===== config.mk =====
export PLATFORM = sky130hd
export DESIGN_NAME = seq_lr_shifter
export DESIGN_NICKNAME = d
export VERILOG_FILES = /design/src/rtl/seq_lr_shifter.sv
export SDC_FILE = /design/constraint.sdc
export NUM_CORES = 1
export LEC_CHECK = 0
export ABC_AREA = 1
export CAP_MARGIN = 20
export CORE_UTILIZATION = 41
export DETAILED_ROUTE_END_ITERATION = 10
export PLACE_DENSITY = 0.8
export SYNTH_ARGS = -nofsm -noshare
export SYNTH_HDL_FRONTEND = slang
export SYNTH_SLANG_ARGS = --single-unit

===== constraint.sdc =====
create_clock -name clk -period 0.98 [get_ports clk]
set_input_delay 0.245 -clock clk [delete_from_list [all_inputs] [get_ports clk]]
set_output_delay 0.245 -clock clk [all_outputs]
set_load 0.05 [all_outputs]

===== src/rtl/seq_lr_shifter.sv =====
// Iterative shifter: moves a loaded word one bit per clock, left or right,
// logical or rotate, and pulses done when the requested count is used up.
module seq_lr_shifter #(
   parameter int N     = 3,
   parameter int Width = 2 ** N
) (
   input  logic             clk,
   input  logic             reset,
   input  logic             start,
   input  logic [Width-1:0] a,
   input  logic [N-1:0]     amt,
   input  logic             dir,
   input  logic             rot,
   output logic             busy,
   output logic             done,
   output logic [Width-1:0] y,
   output logic [1:0]       state_dbg
);

   // Handshake: start is taken only when busy=0 (IDLE); operands are captured on
   // that edge. done is high for exactly one cycle and y is valid in that cycle.
   // start while busy=1 is dropped, not queued.
   typedef enum logic [1:0] {
      IDLE  = 2'd0,
      SHIFT = 2'd1,
      DONE  = 2'd2
   } state_t;

   state_t           state, state_next;
   logic [N-1:0]     count;
   logic             dir_q, rot_q;
   logic             load, step;
   logic [Width-1:0] shifted;

   always_ff @(posedge clk) begin
      if (reset) begin
         state <= IDLE;
         count <= '0;
         y     <= '0;
         dir_q <= 1'b0;
         rot_q <= 1'b0;
      end else begin
         state <= state_next;
         if (load) begin
            y     <= a;
            count <= amt;
            dir_q <= dir;
            rot_q <= rot;
         end else if (step) begin
            y     <= shifted;
            count <= count - N'(1);
         end
      end
   end

   // Fill bit is the wrapped-around bit in rotate mode, zero otherwise.
   always_comb begin
      shifted = y;
      if (dir_q)
         shifted = {y[Width-2:0], rot_q ? y[Width-1] : 1'b0};
      else
         shifted = {rot_q ? y[0] : 1'b0, y[Width-1:1]};
   end

   always_comb begin
      state_next = state;
      load       = 1'b0;
      step       = 1'b0;
      case (state)
         IDLE: begin
            if (start) begin
               load       = 1'b1;
               state_next = (amt != '0) ? SHIFT : DONE;
            end
         end
         SHIFT: begin
            step = 1'b1;
            if (count == N'(1))
               state_next = DONE;
         end
         DONE: begin
            state_next = IDLE;
         end
         default: begin
            state_next = IDLE;
         end
      endcase
   end

   assign busy      = (state != IDLE);
   assign done      = (state == DONE);
   assign state_dbg = state;

endmodule


==> Word-level counts from Yosys, hierarchy flattened <==
Cells that the tools add are included.
{ "word_totals": {"reg_bits": 15, "inputBits": 16, "out_inout_bits": 12} }
{ "classes": {"add_sub_neg": 1, "eq_ne": 5, "n_mux": 14, "n_reduce_logical": 5} }
{ "ops": {"columns": ["cell", "count"], "rows": [
  ["two-way mux 8 bit", 3],
  ["two-way mux 2 bit", 3],
  ["two-way mux 3 bit", 2],
  ["two-way mux 1 bit", 5],
  ["!= test 2 bit, second input constant", 2],
  ["one-hot mux 2 bit (2 select lines)", 1],
  ["nonzero test 2 bit", 2],
  ["== test 3 x 1 -> 1 bit, second input constant", 1],
  ["nonzero test 3 bit", 1],
  ["subtractor 3 x 1 -> 3 bit, second input constant", 1],
  ["== test 2 x 1 -> 1 bit, second input constant", 1],
  ["== test 2 bit, second input constant", 1],
  ["logical NOT 2 bit", 1],
  ["AND reduction 2 bit", 1]
]} }

==> Longest topological paths before layout <==
{ "logic_depth": {"depth_word": 4, "ltp_mapped": 9, "ltp_nobuf": 9} }

==> Worst setup path after synthesis <==
Ideal clock, no wire load.
{ "synth_timing": {"kind": "reg2out", "startpoint": "reg state[1] (netlist: state_dbg[1])", "endpoint": "out done", "t_arrival_ns": 1.495, "setup_slack_ns": -0.760, "stages_incl_launch_ff": 3, "n_path_buf": 0, "cell_sequence": "dfxtp_1 -> inv_2 -> nor2_1"} }
{ "synth_between": {"elab_chain_len": 1} }
{ "synth_lines": {"columns": ["element", "line", "text"], "rows": [
  ["start: declaration", "29", "state_t state, state_next;"],
  ["start signal: assignment", "43", "state <= state_next;"],
  ["== test 2 bit", "91", "assign done = (state == DONE);"],
  ["end: declaration", "15", "output logic done,"]
]} }
No other way between the ends.

==> Final worst setup path <==
{ "layout_timing": {"startpoint": "reg state[0] (netlist: state_dbg[0])", "endpoint": "out done"} }
The elaborated chain is that of the path after synthesis.

==> qor.txt <==
Yosys cell types: 21
synthesized area per cell: 6.07 µm²
final hold vios: 0
sequential element share of the synthesized area: 31.7%
fmax: 0.771 GHz
buffers added on ports: 27
fin crit period: 1.30 ns
io pins: 28
Post-Route WL: 4290 µm
CP endpoint kind: primary output
post-synth top area share: 31.7%
R2R cell count: 7
CP required: 0.73 ns
leading area contributor after synthesis: dfxtp_1
pin count of the biggest net entering global routing: 11
simple-gate area share of the yosys netlist: 39.5%
VDD IR max: 1140 µV
Worst R2R Setup Slack: -0.25 ns
# diodes: 0
main combinational cell family by area after synthesis: simple AND/OR/NAND/NOR gates
Startpoint Class: flop
hold path depth: 2
clk sinks: 15
CTS Buffer Depth: 2
core area: 2190 µm²
Synth Area in Compound Gates: 10.6%
CP Launch Point: state_dbg[0]$_SDFFE_PP0P_
vias per inst: 5.63
Setup WS pre-CTS: -0.571 ns
HPWL after DPL: 2070 µm
remaining global-route overflow: 0
FFs w/ async S/R, synth: 0%
Slew @ Worst Pin: 0.314 ns
Detailed Route Iter0 Violations: 45
Critical R2R Launch: state_dbg[1]$_SDFFE_PP0P_
violated checks: setup timing
post-synthesis mux area share: 0%
FF+latch area: 339 µm²
top post-synthesis cells by area: dfxtp_1 (32%), nand2_1 (22%), nand3_1 (9.5%)
worst skew pair latency: 0.30 ns
drt drc: 0
deepest level of the CTS H-tree: 1
Max-slew headroom: 79.0%
YS warnings: 0
nets@finish: 229
pwr/cell area: 1480 nW/µm²
total track usage: 32.7%
Syn Inst Count: 156
# fillers: 110
initial antenna violation count: 0
Post-Synth XOR/XNOR Area: 0%
vias in the first global route: 1323
hold path start: count[1]$_SDFFE_PP0P_
worst path arrival time: 1.05 ns
iteration count of the initial detailed-routing pass: 5
Post-CTS Hold Buffers: 0
Die Ht: 50.1 µm
num rows: 17
final worst-path cycle share: 132%
Post-synth EDFFs: 0
Worst-path clk slew: 0.10 ns
status: finished with violations
adder-cell share of the synthesized area: 2.64%
RSZ-0062 raised after global routing: yes
buffer type at the clock tree root: clkbuf_4
Starting Density: 43.2%
CTS tree: yes
Horiz. Die Dim: 50.1 µm
first-pass GRT wire length: 6110 µm
share of cells above drive strength 1: 54.8%
Leak: 0.902 nW
#FFs+latches synth: 15
Final setup viols: 27
Max Slew Vio Count: 0
P&R area growth vs syn: 96.8%
Overall Power: 2.75 mW
Num CTS Buffers: 3
Synth Net Count: 174
vias after detailed routing: 1339
clk_skew: 0.00101 ns
Worst Slack Setup Final: -0.318 ns
class of the worst hold path: flop to flop
top cells by count, synth: nand2_1 (56), inv_1 (24), nand3_1 (18), dfxtp_1 (15), a21oi_1 (10)
ys flop type: dfxtp_1
setup TNS: -3.95 ns
CP Max Fanout: 6
ANT nets after route: 0
Mapped Area: 947 µm²
area of the multi-input gates: 721 µm²
Setup CP Type: flop to primary output
gpl congestion: 0.843
drt wl/cell: 18.0 µm
number of max-cap violations: 0
die area: 2510 µm²
top-count cell post-synth: nand2_1
final cells by class:
type | count | share of cell area, %
Multi-Input combinational cell | 108 | 38.7
Sequential cell | 15 | 18.2
Timing Repair Buffer | 54 | 33.4
Tap cell | 28 | 1.88
Clock buffer | 4 | 1.41
Inverter | 28 | 6.17
Timing Repair inverter | 1 | 0.336
critical path, cell delays in order (launching register included):
cell and delay (ns):
dfxtp_4 0.40, buf_6 0.12, nor2_4 0.09, buf_12 0.14
through the flow:
| stage | hold WS, ns | instances | util (%) | cell area [µm²] |
|---|---|---|---|---|
| 2_1_floorplan | 0.391 | 156 | - | 992 |
| 3_3_place_gp | 0.467 | 218 | 67.0 | 1470 |
| 3_5_place_dp | 0.471 | 218 | 67.0 | 1470 |
| 4_1_cts | 0.485 | 239 | 82.4 | 1800 |
| 5_1_grt | 0.508 | 238 | 85.1 | 1860 |
| 6_report | 0.500 | 238 | 85.1 | 1860 |
sequential cells by signal, summed over array words and instances (netlist names):
| signal | flops |
|---|---|
| y | 8 |
| rot_q | 1 |
| dir_q | 1 |
| count | 3 |
| state_dbg | 2 |
metal layers:
metal / global-route usage [%] / up-vias / share of wire [%]
li1: - / 587 / -
met1: 35.1 / 611 / 36
met2: 59.1 / 103 / 50
met3: 4.63 / 38 / 6.3
met4: 20.0 / 0 / 7.4
met5: 0 / - / 0
kinds of logic (layout without fill, tap and decap cells):
| group | count (synthesis) | in the layout |
|---|---|---|
| AOI/OAI and AO/OA | 17 | 17 |
| adders and majority gates | 2 | 2 |
| buffers and inverters | 33 | 87 |
| DFF | 15 | 15 |
| and+or+nand+nor | 89 | 89 |
layout by cell type (no fill, tap or decap), types with 2 or more instances in the layout:
master / netlist / layout
nand2_1: 56 / 41
buf_4: 1 / 19
inv_1: 24 / 18
nand3_2: 1 / 16
clkdlybuf4s50_1: 0 / 14
nand2_2: 2 / 12
buf_12: 0 / 12
dfxtp_4: 0 / 9
buf_6: 2 / 8
inv_2: 3 / 7
nor2_1: 9 / 7
a21oi_1: 10 / 6
nand2_4: 0 / 5
a21oi_2: 1 / 5
dfxtp_2: 0 / 4
inv_4: 1 / 3
nor2_4: 0 / 3
nand3_1: 18 / 3
clkbuf_4: 0 / 3
o21ai_4: 1 / 2
o21ai_2: 0 / 2
ha_4: 0 / 2
dfxtp_1: 15 / 2
timing repair:
| action | 4_1_cts | 5_1_grt |
|---|---|---|
| pin swaps | 11 | 10 |
| setup buffers | 16 | 0 |
| setup endpoints to repair | 27 | 27 |
| cloned | 1 | 1 |
| gates resized for setup | 54 | 27 |
worst paths after layout:
kind | to
setup / recovery | done
hold / removal | count[1]$_SDFFE_PP0P_
setup reg to reg | y[4]$_SDFFE_PP0P_
hold reg to reg | count[1]$_SDFFE_PP0P_
report_power, final:
| part | switching, mW | internal (mW) | leakage [nW] |
|---|---|---|---|
| clock | 0.239 | 0.159 | 0.0150 |
| combinational | 0.858 | 0.698 | 0.756 |
| sequential | 0.0996 | 0.702 | 0.131 |
No activity file was read; power rests on OpenSTA's default activity.
